`src/rtl/vend_dispenser.sv`:
```
// Plays a vend result out as timed LED pulses: one gruel pulse, then one coin
// pulse per unit of change, with a gap after each item and a lifetime vend counter.
module vend_dispenser #(
  parameter int PULSE_CYCLES = 25000000,
  parameter int GAP_CYCLES   = 12500000
) (
  input  logic       clk,
  input  logic       reset,
  input  logic       vend_req,
  input  logic       gruel,
  input  logic [2:0] change,
  output logic       gruel_led,
  output logic       coin_led,
  output logic       busy,
  output logic [2:0] coins_left,
  output logic       done,
  output logic [7:0] vend_count
);

  localparam int MAX_CYCLES = (PULSE_CYCLES > GAP_CYCLES) ? PULSE_CYCLES : GAP_CYCLES;
  localparam int CW         = $clog2(MAX_CYCLES + 1);
  localparam logic [CW-1:0] PULSE_LOAD = CW'(PULSE_CYCLES - 1);
  localparam logic [CW-1:0] GAP_LOAD   = CW'(GAP_CYCLES - 1);

  typedef enum logic [2:0] {
    IDLE,
    GRUEL_ON,
    GRUEL_GAP,
    COIN_ON,
    COIN_GAP,
    DONE
  } state_t;

  state_t          r_state;
  logic [CW-1:0]   r_cnt;
  logic            r_vend_req_d;
  logic            r_gruel;
  logic            r_gruel_led;
  logic            r_coin_led;
  logic            r_busy;
  logic [2:0]      r_coins_left;
  logic            r_done;
  logic [7:0]      r_vend_count;
  logic            w_accept;
  logic            w_cnt_zero;

  assign w_accept   = (r_state == IDLE) && vend_req && !r_vend_req_d;
  assign w_cnt_zero = (r_cnt == '0);

  // Outputs are driven on the edge that enters each state, so they track the state exactly.
  always_ff @(posedge clk or posedge reset) begin
    if (reset) begin
      r_state      <= IDLE;
      r_cnt        <= '0;
      r_vend_req_d <= 1'b1;
      r_gruel      <= 1'b0;
      r_gruel_led  <= 1'b0;
      r_coin_led   <= 1'b0;
      r_busy       <= 1'b0;
      r_coins_left <= '0;
      r_done       <= 1'b0;
      r_vend_count <= '0;
    end else begin
      r_vend_req_d <= vend_req;
      case (r_state)
        IDLE: begin
          if (w_accept) begin
            r_gruel      <= gruel;
            r_coins_left <= change;
            r_busy       <= 1'b1;
            r_cnt        <= PULSE_LOAD;
            if (gruel) begin
              r_state     <= GRUEL_ON;
              r_gruel_led <= 1'b1;
            end else if (change != '0) begin
              r_state    <= COIN_ON;
              r_coin_led <= 1'b1;
            end else begin
              r_state <= DONE;
              r_done  <= 1'b1;
            end
          end
        end
        GRUEL_ON: begin
          if (w_cnt_zero) begin
            r_state     <= GRUEL_GAP;
            r_gruel_led <= 1'b0;
            r_cnt       <= GAP_LOAD;
          end else begin
            r_cnt <= r_cnt - 1'b1;
          end
        end
        COIN_ON: begin
          if (w_cnt_zero) begin
            r_state      <= COIN_GAP;
            r_coin_led   <= 1'b0;
            r_coins_left <= r_coins_left - 1'b1;
            r_cnt        <= GAP_LOAD;
          end else begin
            r_cnt <= r_cnt - 1'b1;
          end
        end
        GRUEL_GAP, COIN_GAP: begin
          if (w_cnt_zero) begin
            if (r_coins_left != '0) begin
              r_state    <= COIN_ON;
              r_coin_led <= 1'b1;
              r_cnt      <= PULSE_LOAD;
            end else begin
              r_state <= DONE;
              r_done  <= 1'b1;
            end
          end else begin
            r_cnt <= r_cnt - 1'b1;
          end
        end
        DONE: begin
          r_state <= IDLE;
          r_done  <= 1'b0;
          r_busy  <= 1'b0;
          if (r_gruel) r_vend_count <= r_vend_count + 1'b1;
        end
        default: begin
          r_state     <= IDLE;
          r_gruel_led <= 1'b0;
          r_coin_led  <= 1'b0;
          r_done      <= 1'b0;
          r_busy      <= 1'b0;
        end
      endcase
    end
  end

  assign gruel_led  = r_gruel_led;
  assign coin_led   = r_coin_led;
  assign busy       = r_busy;
  assign coins_left = r_coins_left;
  assign done       = r_done;
  assign vend_count = r_vend_count;

endmodule

```
`config.mk`:
```
export PLATFORM = sky130hd
export DESIGN_NAME = vend_dispenser
export DESIGN_NICKNAME = d
export VERILOG_FILES = /design/src/rtl/vend_dispenser.sv
export SDC_FILE = /design/constraint.sdc
export NUM_CORES = 1
export LEC_CHECK = 0
export CORE_UTILIZATION = 63
export CTS_CLUSTER_SIZE = 40
export DETAILED_ROUTE_END_ITERATION = 10
export GPL_ROUTABILITY_DRIVEN = 0
export PLACE_DENSITY = 0.85
export SETUP_SLACK_MARGIN = 0.5
export SKIP_CTS_REPAIR_TIMING = 1
export SKIP_LAST_GASP = 1
export SLEW_MARGIN = 20
export SYNTH_ARGS = -nofsm -noshare
export SYNTH_HDL_FRONTEND = slang
export SYNTH_SLANG_ARGS = --single-unit
```
`constraint.sdc`:
```
create_clock -name clk -period 7.2 [get_ports clk]
set_clock_uncertainty 0.2 [all_clocks]
set_input_delay 0.72 -clock clk [delete_from_list [all_inputs] [get_ports clk]]
set_output_delay 0.72 -clock clk [all_outputs]
set_load 0.05 [all_outputs]
```
==> results.txt, run 1 <==
----------------------------------------------------
[Critical path]
  Type of the worst setup path ... flop to flop
  Critical Path Stages ... 5
  Largest driver fanout on the critical path ... 19
  Depth of the worst register-to-register path ... 5
  Element type at the critical path start ... flop
  Combined buffer and inverter count along the critical path ... 1
  Required time reported for the critical path endpoint ... approximately 7200 ps
  Capturing element type of the critical path ... flop
  Setup slack of the worst register-to-register path ... 3920 ps
  Startpoint of the lowest-slack register-to-register path ... r_state[2]$_DFFE_PP0P_
  Ordered list of cells on the worst path ... clkinv_1 > nor3_1 > o22ai_2 > a2111oi_0 > mux2i_1
  Largest delay contributor family on the critical path ... compound AO/OA/AOI/OAI gates
  Slowest CP cell ... sky130_fd_sc_hd__dfrtp_1
  Signal arrival time at the worst endpoint ... ~3300 ps
  Delay of the slowest cell on the worst path ... around 700 ps
  Crit path launch ... r_state[2]$_DFFE_PP0P_

[CTS]
  Source-to-sink clock delay at the later pin of the worst-skew pair ... 300 ps
  Maximum count of clock buffers along a single path ... 2
  Root cell of the clock tree ... sky130_fd_sc_hd__clkbuf_8
  H-tree depth reported by CTS ... 2
  CTS tree ... built
  Number of sinks on the clock net ... 45
  Clock-pin slew of the registers on the worst-case setup and hold paths ... 80 ps
  Clock buffers created by TritonCTS ... 5

[Place]
  Post-placement worst setup slack ... a little under 4000 ps
  Detailed placement HPWL ... 4.77 mm
  Port buffer count ... 21

[STA]
  Minimum period implied by the final worst setup slack ... 3280 ps
  Slew Limit Fails ... 0
  Setup ws final ... 3920 ps
  Final setup TNS ... 0 ps
  Number of setup violations in the final report ... 0
  Slew at the pin closest to its max-slew limit ... 960 ps
  Peak Freq ... 305 MHz
  Share of the clock period used by the worst path ... 45.6%
  Setup repair after global routing missed its margin ... no
  Rel. slew slack ... 35.7%
  Final hold vios ... 0

[Synth]
  Count of mapped cells out of synthesis ... 306
  Number of flops mapped to enable cells by yosys ... 0
  Dominant synthesized flop cell ... sky130_fd_sc_hd__dfrtp_1
  Average size of a mapped cell ... 9.42 sq um
  #FFs+latches synth ... 45
  Count of unique library cells instantiated by Yosys ... 69
  Sequential area share after synthesis ... 39.1%
  Most repeated cell in the gate-level netlist after synthesis ... sky130_fd_sc_hd__dfrtp_1
  Synth area leaders ... sky130_fd_sc_hd__dfrtp_1 (38%), sky130_fd_sc_hd__mux2i_1 (5.9%), sky130_fd_sc_hd__nor3_1 (3.5%)
  Total nets after synthesis ... about 320
  Top-area cell type share of the netlist area ... 38.2%
  Largest area contributor in the netlist ... sky130_fd_sc_hd__dfrtp_1
  Cell types with the highest counts after synthesis ... sky130_fd_sc_hd__dfrtp_1 (44), sky130_fd_sc_hd__nand2_1 (20), sky130_fd_sc_hd__nor3_1 (20)
  Synth warn ... 0
  Post-synthesis async set-or-reset flop share ... 100%
  Synth Cell Area ... 2880 sq um

[Cells and area]
  Syn-to-layout area delta ... 10.7%
  Share of cells above drive strength 1 ... 10.3%
  Layout net count ... 333
  Number of inserted diodes ... 0

[Min path]
  Worst hold path type ... flop to flop
  Min-delay src ... vend_count[7]$_DFFE_PP0P_
  Hold path cells ... 1

[Floorplanning]
  Horizontal die dimension ... between 60 and 70 um
  Core area ... ~4400 sq um
  DIE HEIGHT ... 69.6 um
  I/O pin total ... 22
  Number of cell rows ... 24
  Initial Utilization ... ~66%
  Die outline area ... ~4900 sq um

[Power]
  Gate power share ... 42.7%
  Clock share of power ... 18.0%
  Share of total power in sequential cells ... between 30 and 40%
  Cell-internal power ... 0.541 mW
  Total net switching power ... approximately 0.42 mW
  Power density cells ... slightly above 300 nW/um^2
  Switching share of power ... 43.8%
  Maximum vdd ir drop ... 0.265 mV
  Leakage power total ... 1.30 nW

[Outcome]
  Outcome ... finished clean

[Global route]
  Via count of the first global-routing pass ... about 2,400
  Global-route wire length before repair ... 11.9 mm
  Antenna violations before repair ... 0
  Largest net degree at the start of global routing ... 46
  Tot GR Track Use ... 30.9%
  Overflow after GRT ... 0

[Route]
  Post-route antenna net violation count ... 0
  Final routed wirelength across all metal layers ... 6.94 mm
  Number of optimization iterations in the first detailed-route pass ... 5
  Mean number of vias per cell ... 6.76
  Vias ... 2,520
  Iter 0 DRT Violations ... roughly 290
  Residual DRC count ... 0
  Routed length per instance ... 18.6 um

[Flow run]
  Max-cap violations ... 0

----------------------------------------------------
[metrics by stage]
| step | utilization [%] | cell area [sq um] | hold WS (ps) | cells | power, mW |
|---|---|---|---|---|---|
| 2_1_floorplan | - | 2880 | 250 | 306 | 0.677 |
| 3_3_place_gp | 70.3 | 3080 | 259 | 365 | 0.767 |
| 3_5_place_dp | 70.3 | 3080 | 263 | 365 | 0.780 |
| 4_1_cts | 72.7 | 3190 | 277 | 373 | 0.956 |
| 5_1_grt | 72.8 | 3190 | 317 | 373 | 1.02 |
| 6_report | 72.8 | 3190 | 272 | 373 | 0.964 |
[registers in the layout, summed over array words and instances (netlist names)]
register / flops
done: 1
r_gruel: 1
r_vend_req_d: 1
coins_left: 3
r_state: 3
busy: 1
r_cnt: 25
gruel_led: 1
vend_count: 8
coin_led: 1
[worst paths after layout]
kind,to
worst min-delay path,vend_count[7]$_DFFE_PP0P_
worst max-delay path,r_cnt[20]$_DFFE_PP0P_
worst min register to register,vend_count[7]$_DFFE_PP0P_
max in group asynchronous,r_cnt[8]$_DFFE_PP0P_
worst max register to register,r_cnt[20]$_DFFE_PP0P_
min in group asynchronous,vend_count[4]$_DFFE_PP0P_
[cells in the final DEF, fill, tap and decap left out, types with 6 or more instances in the layout]
cell,netlist,routed
sky130_fd_sc_hd__ha_1,6,6
sky130_fd_sc_hd__or3_1,6,6
sky130_fd_sc_hd__dfrtp_1,44,44
sky130_fd_sc_hd__a22oi_1,7,7
sky130_fd_sc_hd__a211oi_1,7,7
sky130_fd_sc_hd__o21ai_0,9,9
sky130_fd_sc_hd__a21oi_1,14,14
sky130_fd_sc_hd__nor3_1,20,20
sky130_fd_sc_hd__clkbuf_8,0,7
sky130_fd_sc_hd__clkdlybuf4s50_1,0,21
sky130_fd_sc_hd__mux2i_1,17,17
sky130_fd_sc_hd__inv_1,13,12
sky130_fd_sc_hd__nand2_1,20,20
sky130_fd_sc_hd__and3_1,12,12
sky130_fd_sc_hd__nand3_1,10,10
sky130_fd_sc_hd__nor2_1,17,17
[cells by family (layout without fill, tap and decap cells)]
logic type / after synthesis / count (layout) / share of synthesized area, %
AO/OA/AOI/OAI: 80 / 80 / 21.1
XOR/XNOR: 7 / 7 / 2.13
adder cells (fa/ha/maj): 6 / 6 / 2.60
buffers and inverters: 29 / 44 / 4.64
flip-flops: 45 / 45 / 39.1
multiplexers: 19 / 19 / 6.68
AND/OR/NAND/NOR: 120 / 120 / 23.7
[layout make-up]
cell class | count | area [sq um]
multi-input cells | 232 | 1630
clock inverters | 1 | 5.00
fillers | 337 | 1190
flip-flops and latches | 45 | 1130
repair buffers | 22 | 218
inverters | 14 | 52.6
clock buffers | 7 | 96.3
well taps | 52 | 65.1
[layer usage]
layer  global-route usage, %  share of wire (%)
met1                    47.4                 48
met2                    44.1                 45
met3                    4.51                5.7
met4                    11.8                1.6
met5                       0                  0
[power groups by stage]
stage          registers (mW)  logic [mW]  clock network, mW
2_1_floorplan           0.413       0.264                  0
3_3_place_gp            0.378       0.390                  0
3_5_place_dp            0.379       0.401                  0
4_1_cts                 0.376       0.405              0.175
5_1_grt                 0.388       0.450              0.184
6_report                0.379       0.412              0.174
Power figures use the tool's default switching activity.
==> run 2: changes to the inputs <==
--- a/config.mk
+++ b/config.mk
@@ -5,11 +5,11 @@
 export SDC_FILE = /design/constraint.sdc
 export NUM_CORES = 1
 export LEC_CHECK = 0
-export CORE_UTILIZATION = 63
+export CORE_UTILIZATION = 59
 export CTS_CLUSTER_SIZE = 40
 export DETAILED_ROUTE_END_ITERATION = 10
 export GPL_ROUTABILITY_DRIVEN = 0
-export PLACE_DENSITY = 0.85
+export PLACE_DENSITY = 0.8
 export SETUP_SLACK_MARGIN = 0.5
 export SKIP_CTS_REPAIR_TIMING = 1
 export SKIP_LAST_GASP = 1
==> constraint.sdc (replaced) <==
create_clock -name clk -period 3.15 [get_ports clk]
set_clock_uncertainty 0.2 [all_clocks]
set_input_delay 0.315 -clock clk [delete_from_list [all_inputs] [get_ports clk]]
set_output_delay 0.315 -clock clk [all_outputs]
set_load 0.05 [all_outputs]
==> run 2 against run 1 <==
Effect of this change:
- final area is 7.0% higher
- critical endpoint is now r_cnt[19]$_DFFE_PP0P_
- cell count is 8.6% higher
- fmax is 26% higher
- sequential cell count stayed put
- hold slack better by 23 ps
- sequential share of layout area is 2.2 points lower
- largest cell class unchanged
==> results.txt, run 2 (synthesis gave the netlist of run 1 again) <==
----------------------------------------------------
[Critical path]
  Slowest CP cell ... sky130_fd_sc_hd__or4_4
  Depth of the worst register-to-register path ... 5
  Library cell appearing most often on the critical path ... sky130_fd_sc_hd__or4_4
  Largest driver fanout on the critical path ... 6
  Largest delay contributor family on the critical path ... simple AND/OR/NAND/NOR gates
  Capturing element type of the critical path ... flop
  Required time reported for the critical path endpoint ... 3170 ps
  Signal arrival time at the worst endpoint ... 2630 ps
  Ordered list of cells on the worst path ... or4_4 > or4_4 > or2_4 > a211oi_2 > mux2i_1
  Delay of the slowest cell on the worst path ... 600 ps
  Type of the worst setup path ... flop to flop
  Startpoint of the lowest-slack register-to-register path ... r_cnt[7]$_DFFE_PP0P_
  Worst flop-to-flop path endpoint ... r_cnt[19]$_DFFE_PP0P_
  Setup slack of the worst register-to-register path ... between 500 and 600 ps
  Element type at the critical path start ... flop
  Combined buffer and inverter count along the critical path ... 0

[CTS]
  Clock-pin slew of the registers on the worst-case setup and hold paths ... about 90 ps
  H-tree depth reported by CTS ... 2
  CTS tree ... built
  Number of sinks on the clock net ... 45
  Source-to-sink clock delay at the later pin of the worst-skew pair ... 300 ps
  Clock buffers created by TritonCTS ... 5
  Root cell of the clock tree ... sky130_fd_sc_hd__clkbuf_8
  Maximum count of clock buffers along a single path ... 2

[Route]
  Routed length per instance ... about 18 um
  Residual DRC count ... 0
  Iter 0 DRT Violations ... between 200 and 300
  Final routed wirelength across all metal layers ... ~7.4 mm
  Vias ... 2,642
  Mean number of vias per cell ... 6.52
  Post-route antenna net violation count ... 0
  Number of optimization iterations in the first detailed-route pass ... 5

[Floorplanning]
  Core area ... 4720 sq um
  I/O pin total ... 22
  DIE HEIGHT ... 71.9 um
  Number of cell rows ... 25
  Die outline area ... around 5200 sq um
  Initial Utilization ... between 60% and 70%
  Horizontal die dimension ... 71.9 um

[Cells and area]
  Layout net count ... 350
  Most flop-heavy register ... r_cnt
  Number of inserted diodes ... 0
  Number of fill cells in the layout ... 360
  Max FFs per register ... 25
  Syn-to-layout area delta ... 18.4%
  Highest-count cells in the layout ignoring fill and taps ... sky130_fd_sc_hd__dfrtp_1 (42), sky130_fd_sc_hd__clkdlybuf4s50_1 (21), sky130_fd_sc_hd__nor3_1 (20), sky130_fd_sc_hd__nand2_1 (20), sky130_fd_sc_hd__buf_4 (18)
  Commonest non-fill, non-tap cell in the layout ... sky130_fd_sc_hd__dfrtp_1
  Share of cells above drive strength 1 ... 17.8%

[STA]
  Number of setup violations in the final report ... 0
  Share of the clock period used by the worst path ... 82.8%
  Final setup TNS ... 0 ps
  Hold Worst Slack ... 295 ps
  Minimum period implied by the final worst setup slack ... 2610 ps
  Rel. slew slack ... 61.5%
  Final hold vios ... 0
  Slew at the pin closest to its max-slew limit ... approximately 580 ps
  Slew Limit Fails ... 0
  Setup repair after global routing missed its margin ... yes
  Peak Freq ... 383 MHz

[Global route]
  Antenna violations before repair ... 0
  Tot GR Track Use ... approximately 30%
  Via count of the first global-routing pass ... 2,350
  Overflow after GRT ... 0
  Global-route wire length before repair ... between 10 and 15 mm
  Largest net degree at the start of global routing ... 46

[Flow run]
  Max-cap violations ... 0

[Place]
  Port buffer count ... 21
  Detailed placement HPWL ... 4.96 mm

[Power]
  Power density cells ... 706 nW/um^2
  Leakage power total ... 1.40 nW
  Maximum vdd ir drop ... 0.514 mV

[Outcome]
  Outcome ... finished clean

[Min path]
  Worst hold path type ... primary input to asynchronous set/reset pin

----------------------------------------------------
[run 2: changes by cell type in the layout (fill, tap and decap cells not counted), sizes merged]
cell / change
bufinv: +2
buf: +17
clkbuf: -2
[run 2: per-stage QoR]
| stage | power [mW] | instances | worst slack [ps] | cell area, sq um | util (%) |
|---|---|---|---|---|---|
| after floorplan | 1.55 | 306 | 575 | 2880 | - |
| after global placement | 1.82 | 396 | 471 | 3220 | 68.2 |
| after detailed placement | 1.86 | 396 | 434 | 3220 | 68.2 |
| after CTS | 2.38 | 404 | 396 | 3360 | 71.1 |
| after global routing | 2.53 | 405 | 454 | 3410 | 72.3 |
| final | 2.41 | 405 | 541 | 3410 | 72.3 |
[run 2: worst max-delay path by stage]
stage | slack [ps] | cells past startpoint | start | end
after floorplan | 580 | 6 | r_cnt[4]$_DFFE_PP0P_ | r_cnt[17]$_DFFE_PP0P_
after global routing | 450 | 7 | r_cnt[0]$_DFFE_PP0P_ | coins_left[1]$_DFFE_PP0P_
after global placement | 470 | 5 | r_cnt[4]$_DFFE_PP0P_ | r_cnt[17]$_DFFE_PP0P_
final | 540 | 5 | r_cnt[7]$_DFFE_PP0P_ | r_cnt[19]$_DFFE_PP0P_
after detailed placement | 430 | 5 | r_cnt[4]$_DFFE_PP0P_ | r_cnt[19]$_DFFE_PP0P_
after CTS | 400 | 5 | r_cnt[4]$_DFFE_PP0P_ | r_cnt[23]$_DFFE_PP0P_
[run 2: layout make-up]
| type | instances | area, sq um | area share (%) |
|---|---|---|---|
| Inverter | 14 | 52.6 | 1.54 |
| Tap cell | 67 | 83.8 | 2.46 |
| Sequential cell | 45 | 1130 | 33.1 |
| Clock buffer | 5 | 68.8 | 2.02 |
| Timing Repair Buffer | 39 | 345 | 10.1 |
| Clock inverter | 3 | 65.1 | 1.91 |
| Multi-Input combinational cell | 232 | 1670 | 48.9 |
[run 2: worst register-to-register path, cell delays in order (launching register included)]
cell and delay [ps]:
sky130_fd_sc_hd__dfrtp_1 440, sky130_fd_sc_hd__or4_4 600, sky130_fd_sc_hd__or4_4 580, sky130_fd_sc_hd__or2_4 280
sky130_fd_sc_hd__a211oi_2 220, sky130_fd_sc_hd__mux2i_1 210
[run 2: power breakdown]
part / switching, mW / total, mW / internal [mW]
logic: 0.633 / 1.03 / 0.393
registers: 0.170 / 0.865 / 0.694
clock network: 0.205 / 0.521 / 0.315
[run 2: metal layers]
layer,track usage (%),routed length [um],vias up
li1,-,-,1231
met1,43.5,3290,1276
met2,44.7,3430,120
met3,5.28,564,15
met4,9.15,117,0
met5,0,0,-
==> run 3: changes to the inputs <==
==> constraint.sdc (replaced) <==
create_clock -name clk -period 2.7 [get_ports clk]
set_clock_uncertainty 0.2 [all_clocks]
set_input_delay 0.27 -clock clk [delete_from_list [all_inputs] [get_ports clk]]
set_output_delay 0.27 -clock clk [all_outputs]
set_load 0.05 [all_outputs]
==> run 3 against run 2 <==
Effect of this change:
- sequential power rose by 15%
- wire length grew 4.2%
- core utilization is 5.2 points higher
- die area unchanged
- non-clock buffer count increased by 15
- global-route usage increased by 0.35 points
- sequential cell count is the same
- largest power group unchanged
==> results.txt, run 3 (synthesis gave the netlist of run 1 again) <==
----------------------------------------------------
[CTS]
  Clock buffers created by TritonCTS ... 5
  Root cell of the clock tree ... sky130_fd_sc_hd__clkbuf_8
  H-tree depth reported by CTS ... 2
  Source-to-sink clock delay at the later pin of the worst-skew pair ... about 300 ps
  Number of sinks on the clock net ... 45
  Clock-pin slew of the registers on the worst-case setup and hold paths ... 90 ps
  CTS tree ... built
  Maximum count of clock buffers along a single path ... 2

[STA]
  Final setup TNS ... 0 ps
  Share of the clock period used by the worst path ... 94.3%
  Rel. slew slack ... 50.1%
  Final hold vios ... 0
  Hold Worst Slack ... 233 ps
  Setup repair after global routing missed its margin ... yes
  Peak Freq ... around 390 MHz
  Slew Limit Fails ... 0
  Slew at the pin closest to its max-slew limit ... 747 ps
  Minimum period implied by the final worst setup slack ... around 2500 ps
  Number of setup violations in the final report ... 0

[Critical path]
  Largest driver fanout on the critical path ... 6
  Element type at the critical path start ... flop
  Capturing element type of the critical path ... flop
  Type of the worst setup path ... flop to flop
  Signal arrival time at the worst endpoint ... about 2500 ps
  Required time reported for the critical path endpoint ... 2690 ps

[Global route]
  Busiest metal layer after global routing ... met2
  Largest net degree at the start of global routing ... 36
  Antenna violations before repair ... 0
  Via count of the first global-routing pass ... approximately 2,600
  Overflow after GRT ... 0
  Met3 track utilization from global routing ... 5.83%
  Met1 usage ... 43.6%
  Tot GR Track Use ... 29.9%
  GR Util met2 ... 45.2%
  Global-route wire length before repair ... 12.0 mm

[Cells and area]
  Commonest non-fill, non-tap cell in the layout ... sky130_fd_sc_hd__dfrtp_1
  Layout net count ... 365
  Max FFs per register ... 25
  Share of cells above drive strength 1 ... 27.5%
  Number of inserted diodes ... 0
  Non-filler cells in the finished layout ... 420
  Most flop-heavy register ... r_cnt
  Syn-to-layout area delta ... 27.0%
  Highest-count cells in the layout ignoring fill and taps ... sky130_fd_sc_hd__dfrtp_1 (37), sky130_fd_sc_hd__buf_4 (29), sky130_fd_sc_hd__clkdlybuf4s50_1 (21)

[Power]
  Maximum vdd ir drop ... 0.622 mV
  Leakage power total ... 1.48 nW
  Power density cells ... just under 800 nW/um^2

[Route]
  Routed length per instance ... 18.4 um
  Residual DRC count ... 0
  Post-route antenna net violation count ... 0
  Final routed wirelength across all metal layers ... 7.71 mm
  Number of optimization iterations in the first detailed-route pass ... 5
  Iter 0 DRT Violations ... 388
  Mean number of vias per cell ... 6.62
  Vias ... between 2,000 and 3,000

[Place]
  Detailed placement HPWL ... 5.07 mm
  Total placed cells including tap cells ... 409
  Port buffer count ... 21

[Floorplanning]
  Horizontal die dimension ... 71.9 um
  DIE HEIGHT ... 71.9 um
  Core area ... 4720 sq um
  I/O pin total ... 22
  Initial Utilization ... between 60% and 70%
  Number of cell rows ... 25
  Die outline area ... 5170 sq um

[Min path]
  Worst hold path type ... primary input to asynchronous set/reset pin

[Flow run]
  Max-cap violations ... 0

[Outcome]
  Outcome ... finished clean

----------------------------------------------------
-- run 3: final cells by class --
| cell class | count | area [sq um] |
|---|---|---|
| multi-input cells | 232 | 1790 |
| clock buffers | 6 | 82.6 |
| repair buffers | 54 | 473 |
| well taps | 67 | 83.8 |
| flip-flops and latches | 45 | 1140 |
| clock inverters | 2 | 37.5 |
| inverters | 14 | 56.3 |
| fillers | 323 | 1060 |
-- run 3: where the power goes --
part | total [mW] | switching (mW) | internal (mW)
logic | 1.37 | 0.836 | 0.537
clock network | 0.536 | 0.235 | 0.301
registers | 0.998 | 0.183 | 0.815
-- run 3: worst max-delay path, cell delays in order (launching register included) --
cell and delay, ps:
sky130_fd_sc_hd__dfrtp_2 440, sky130_fd_sc_hd__or4_4 580, sky130_fd_sc_hd__or4_4 550, sky130_fd_sc_hd__o41ai_4 240
sky130_fd_sc_hd__a21oi_1 120, sky130_fd_sc_hd__a221o_1 310
-- run 3: final timing paths --
| path | end | cells past startpoint | start | slack [ps] |
|---|---|---|---|---|
| worst max-delay path | r_cnt[17]$_DFFE_PP0P_ | 5 | r_cnt[8]$_DFFE_PP0P_ | 150 |
| worst min-delay path | vend_count[4]$_DFFE_PP0P_ | 2 | reset | 230 |
| worst max register to register | r_cnt[17]$_DFFE_PP0P_ | 5 | r_cnt[8]$_DFFE_PP0P_ | 150 |
| worst min register to register | vend_count[7]$_DFFE_PP0P_ | 1 | vend_count[7]$_DFFE_PP0P_ | 270 |
| max in group asynchronous | r_cnt[8]$_DFFE_PP0P_ | 3 | reset | 1480 |
| min in group clk | r_vend_req_d$_DFF_PP1_ | 1 | vend_req | 260 |
-- run 3: per-stage QoR --
stage          cell area, sq um  utilization (%)  worst slack (ps)  power, mW
6_report                   3660             77.5               153       2.91
5_1_grt                    3660             77.5              49.0       3.05
4_1_cts                    3490             73.9               155       2.76
3_5_place_dp               3370             71.3               113       2.22
3_3_place_gp               3370             71.3               195       2.19
2_1_floorplan              2940                -               133       1.84
-- run 3: per-layer routing --
layer | vias to the layer above | share of wire (%)
met5 | - | 0
met4 | 0 | 2.0
met3 | 25 | 8.1
met2 | 149 | 46
met1 | 1342 | 44
li1 | 1266 | -
==> patch 1 (settings of run 3) <==
Add an input register stage for `vend_req`, `gruel` and `change`; this delays them by one clock.
--- a/src/rtl/vend_dispenser.sv
+++ b/src/rtl/vend_dispenser.sv
@@ -31,6 +31,16 @@
     DONE
   } state_t;
 
+  logic vend_req_q;
+  logic gruel_q;
+  logic [2:0] change_q;
+
+  always_ff @(posedge clk) begin
+    vend_req_q <= vend_req;
+    gruel_q    <= gruel;
+    change_q   <= change;
+  end
+
   state_t          r_state;
   logic [CW-1:0]   r_cnt;
   logic            r_vend_req_d;
@@ -44,7 +54,7 @@
   logic            w_accept;
   logic            w_cnt_zero;
 
-  assign w_accept   = (r_state == IDLE) && vend_req && !r_vend_req_d;
+  assign w_accept   = (r_state == IDLE) && vend_req_q && !r_vend_req_d;
   assign w_cnt_zero = (r_cnt == '0);
 
   // Outputs are driven on the edge that enters each state, so they track the state exactly.
@@ -61,18 +71,18 @@
       r_done       <= 1'b0;
       r_vend_count <= '0;
     end else begin
-      r_vend_req_d <= vend_req;
+      r_vend_req_d <= vend_req_q;
       case (r_state)
         IDLE: begin
           if (w_accept) begin
-            r_gruel      <= gruel;
-            r_coins_left <= change;
+            r_gruel      <= gruel_q;
+            r_coins_left <= change_q;
             r_busy       <= 1'b1;
             r_cnt        <= PULSE_LOAD;
-            if (gruel) begin
+            if (gruel_q) begin
               r_state     <= GRUEL_ON;
               r_gruel_led <= 1'b1;
-            end else if (change != '0) begin
+            end else if (change_q != '0) begin
               r_state    <= COIN_ON;
               r_coin_led <= 1'b1;
             end else begin
Function: changed (a bounded check fails within 4 cycles, from zero or initial values and one cycle with reset high).
==> patch 1 against run 3 <==
Die area decreased by 1.1%. Power up 6.1%. Critical endpoint is now r_cnt[14]. Routed wire length shrank 4.2%. Clock power decreased by 3%. Worst setup slack better by 230 ps. Sequential cell count increased by 5. Largest cell class unchanged. Hold slack got worse by 190 ps. Area after synthesis fell by 1.1%. Sequential share of layout area grew 2.9 points. Final area fell by 0.41%.
==> patch 1: results (changes against run 3) <==
The number of global-route vias before repair was 2485 (-2.7%); the highest net fanout along the worst path was 4 (-2). Global-route track usage on met2: 0.469 (+0.0170). The global-route total usage across every layer is 0.279 (-0.0198). The post-place setup slack was 267 ps (+154 ps); the fraction of layout cells with a size suffix above 1 was 0.259 (-0.0159). The number of flip-flops under the largest register name was 25 (unchanged); the number of nets produced by synthesis was 325 (+1.9%). Critical path class: register to register. The largest stage delay on the critical path is 410 ps (-170 ps), and the routed via count divided by cell count is 6.54 (-1.3%). The share of synthesized flip-flops with an asynchronous set or reset is 0.900 (-0.100). The maximum number of pins on one net before global-route repair was 21 (-42%); the switching power of the nets was 0.00129 W (+2.8%).

For the number of distinct library cell variants in the gate-level netlist after synthesis, the log shows 62 (-10%). The minimum period implied by the final worst setup slack was 2310 ps (-233 ps). The run gives 0.380 (-0.0555) as the met1 global-route usage. Ranked by instance count, the synthesized netlist is headed by dfrtp_1, nor2_1, nand2_1, o21ai_0, a21oi_1. In this run the critical register-to-register path is captured at r_cnt[14]. The detailed-placement wirelength estimate is 4.67 mm (-8.0%), and the area of placed instances is 3180 um2 (-5.5%).

The class of the most critical hold timing path was primary input to asynchronous set/reset pin. The part of the Yosys area used for sequential elements is 0.430 (+0.0394), and the global routing met3 resource utilization is 0.0408 (-0.0175). The run gives 382 um (-39%) as the amount of wire on met3 after detailed routing. The critical path arrival came out at 2300 ps (-230 ps). The logs give 390 ps (+230 ps) for the slack of the worst reg-to-reg path and 0.000638 V (+2.5%) for the worst ir drop on vdd. The number of clock buffers inserted by TritonCTS came out at 5 (unchanged).

Number of fill cells: 274 (-15%). The run finished with clean final reports. The power density over the cells is 846 nW/um2 (+6.5%), and the initial antenna violation count is 0 (unchanged). In this run the critical register-to-register path is launched from r_cnt[0]. The violation count after the first detailed-route iteration was 261 (-33%); the complex-gate fraction of the synthesized area was 0.228 (+0.0164).

The wire length on met1 is 3.24 mm (-5.3%), and the area share of xor/xnor cells in the synthesized design is 0.0307 (+0.00945). The tools report the number of placed instances, taps included as 389 (-4.9%). After synthesis, the cell types taking the most area are dfrtp_1, o21ai_0, a21oi_1, nor2_1, dfxtp_1. Length of routed met2 wiring: 3.59 mm (+2.3%).

The cell family contributing the most delay on the critical path is simple AND/OR/NAND/NOR gates. The run gives 0.659 (+0.158) as the worst slew margin relative to its limit. Highest metal layer used by the detailed router: met4.

The static leakage came out at 1.54 nW (+4.3%). The tools report the sequential cell area as 1240 um2 (+8.8%). The share of cell area taken by muxes after synthesis works out to 0 (-0.0668). The total inserted antenna cells was 0 (unchanged); the number of I/O port buffers was 21 (unchanged). The highest-delay cell along the critical path was dfrtp_1.

The wire length per cell after detailed routing was 17.6 um (-3.9%); the post-synthesis adder-cell area fraction was 0.0263 (+0.000286). The first-pass GRT wire length was 11.4 mm (-5.7%); the path depth of the worst reg2reg path was 9 (+4). Filler-free cell count of the finished design: 419 (-0.24%).

The mean area per synthesized cell was 9.14 um2 (-3.0%). Summed over all sequential cells, the power is 0.00102 W. The power drawn by the clock network came out at 0.000520 W (-3%).

The final layout net count is 379 (+3.8%).
-- patch 1: cell types whose count changed after synthesis, moves of 10 or more --
cell / before / now
a21oi_1: 14 / 24
mux2i_1: 17 / 0
nor2_1: 17 / 28
nor3_1: 20 / 9
o21ai_0: 9 / 25
-- patch 1: how the worst min path moves through the flow --
stage / from / endpoint / slack [ps] / cells after the start
floorplan: vend_req_q / r_vend_req_d / 90 / 0
global route: reset / r_cnt[20] / 60 / 2
CTS: reset / r_cnt[19] / 60 / 2
global placement: vend_req_q / r_vend_req_d / 100 / 0
detailed placement: vend_req_q / r_vend_req_d / 100 / 0
finish: reset / r_cnt[20] / 40 / 2
-- patch 1: area by class of cell --
class                           instances  area share
Multi-Input combinational cell        238       0.461
Sequential cell                        50       0.339
Timing Repair Buffer                   60       0.142
Clock buffer                            7      0.0209
Tap cell                               52      0.0178
Inverter                               11      0.0113
Clock inverter                          1     0.00824
==> patch 2 (config.mk and constraints of run 3) <==
Without the edit above. Change the parameter `GAP_CYCLES` from 12500000 to 6250000.
--- a/src/rtl/vend_dispenser.sv
+++ b/src/rtl/vend_dispenser.sv
@@ -2,7 +2,7 @@
 // pulse per unit of change, with a gap after each item and a lifetime vend counter.
 module vend_dispenser #(
   parameter int PULSE_CYCLES = 25000000,
-  parameter int GAP_CYCLES   = 12500000
+  parameter int GAP_CYCLES   = 6250000
 ) (
   input  logic       clk,
   input  logic       reset,
Check against the original RTL: same outputs for any inputs over 10 cycles, from zero or initial values and one cycle with reset high; that may be too few to reach the edited logic, so the function may still have changed.
==> patch 2 against run 3 <==
Sequential power increased by 6%. Global-route usage increased by 2.3 points. Hold slack got worse by 190 ps. Worst setup slack got worse by 140 ps. Final cell count increased by 2.1%. Final area increased by 3.3%. Via count increased by 15%. Maximum frequency decreased by 5.0%. Sequential cell count unchanged. Routed wire length increased by 25%. Non-clock buffer count increased by 9. First-iteration DRC count increased by 2.6%. Power decreased by 9.6%. Critical endpoint is now r_state[0]. Area after synthesis decreased by 0.43%.
==> patch 2: results (changes against run 3) <==
The number of fill cells was 281 (-13%). Minimum period implied by the final worst setup slack: 2680 ps (+135 ps). The run gives 1.16 mm (+86%) as the amount of wire on met3 after detailed routing.

The run gives 0.00108 W (-14%) as the switching power of the nets. The run gives 9.61 mm (+25%) as the aggregate routed wire length. The tools report the global routing met3 resource utilization as 0.0605 (+0.00214).

Broken down by cell family, the worst path's largest delay share belongs to simple AND/OR/NAND/NOR gates. The slack of the worst reg-to-reg path was 20 ps (-140 ps). The highest net fanout along the worst path was 7 (+1). The logs give 4.35 mm (+24%) for the length of routed met2 wiring and 3.61 mm (+5.4%) for the wire length on met1. The number of placed instances, taps included is 404 (-1.2%). The tools report the worst ir drop on vdd as 0.000456 V (-27%). Number of H-tree branching levels: 2 (unchanged). The path depth of the worst reg2reg path came out at 8 (+3). More flip-flops sit in one register than any other, and that register is r_cnt. The first-pass GRT wire length came out at 13.0 mm (+7.7%). The tools report the violation count after the first detailed-route iteration as 398 (+2.6%). The tools report the maximum number of pins on one net before global-route repair as 32 (-11%). After synthesis, the cell types taking the most area are dfrtp_1, or4_1, nand2_1, o31ai_1, o21ai_0. The tools report the combinational group share of total power as 0.391 (-0.081). For the global-route total usage across every layer, the log shows 0.322 (+0.0225).

Capturing element of the worst setup path: r_state[0]. Class of the most critical hold timing path: primary input to asynchronous set/reset pin. The routed via count divided by cell count was 7.47 (+13%); the worst hold margin was 47.5 ps (-186 ps). The run gives 61 (-12%) as the number of distinct library cell variants in the gate-level netlist after synthesis. Sorting the synthesized cells by how often they occur yields dfrtp_1, nand2_1, nor2_1, o21ai_0.

The logs give 335 (+5.0%) for the number of nets produced by synthesis and 0.474 (+0.0220) for the global-route track usage on met2. In this run the worst setup path begins at r_cnt[1]. The area of placed instances was 3310 um2 (-1.6%); the initial antenna violation count was 0 (unchanged).

The logs give 429 (+2.1%) for the filler-free cell count of the finished design and 0.468 (+0.0320) for the met1 global-route usage. The largest stage delay on the critical path works out to 540 ps (-40 ps). The logs give 322 (+5.2%) for the count of mapped cells out of synthesis and 93.8 ps (-19.5 ps) for the post-place setup slack. The fraction of layout cells with a size suffix above 1 was 0.277 (+0.00255); the part of the Yosys area used for sequential elements was 0.393 (+0.00170). The static leakage was 1.48 nW (+0.64%).

The flow ran to the end, and the final reports show no timing, DRC or antenna violations. Actual transition at the worst max-transition pin: 942 ps (+195 ps). Among all flip-flop cells after synthesis, the most frequent one is dfrtp_1. The number of global-route vias before repair was 2607 (+2.1%); the detailed-placement wirelength estimate was 5.49 mm (+8.2%). The proportion of power drawn by flip-flops and latches is 0.402 (+0.059). The internal portion of total power was 0.00154 W (-6.6%). The worst register-to-register path ends at r_state[0]. Critical path arrival: 2710 ps (+180 ps). The final layout net count was 387 (+6.0%).
[patch 2: cell types whose count changed after synthesis, sizes merged, moves of 5 or more]
cell,delta
a22oi,-5
inv,-5
or4,+9
a211oi,-5
o311ai,+5
nand3,+5
o21ai,+10
mux2i,-16
a31oi,+7
nand2,+7
and3,-11
o31ai,+8
[patch 2: logic make-up (layout without fill, tap and decap cells)]
logic type      Yosys count  count (layout)  synth area share
flops                    45              45             0.393
xor+xnor                  8               8            0.0244
buf+inv                  28              81            0.0453
simple gates            138             138             0.280
mux                       2               2           0.00741
compound gates           95              95             0.224
fa+ha+maj                 6               6            0.0262
[patch 2: final cells by class]
type | instances | area (um2) | share of cell area
Clock buffer | 7 | 86.3 | 0.0228
Clock inverter | 1 | 30.0 | 0.00794
Inverter | 10 | 41.3 | 0.0109
Multi-Input combinational cell | 249 | 1850 | 0.489
Sequential cell | 45 | 1130 | 0.299
Tap cell | 54 | 67.6 | 0.0179
Timing Repair Buffer | 63 | 577 | 0.152
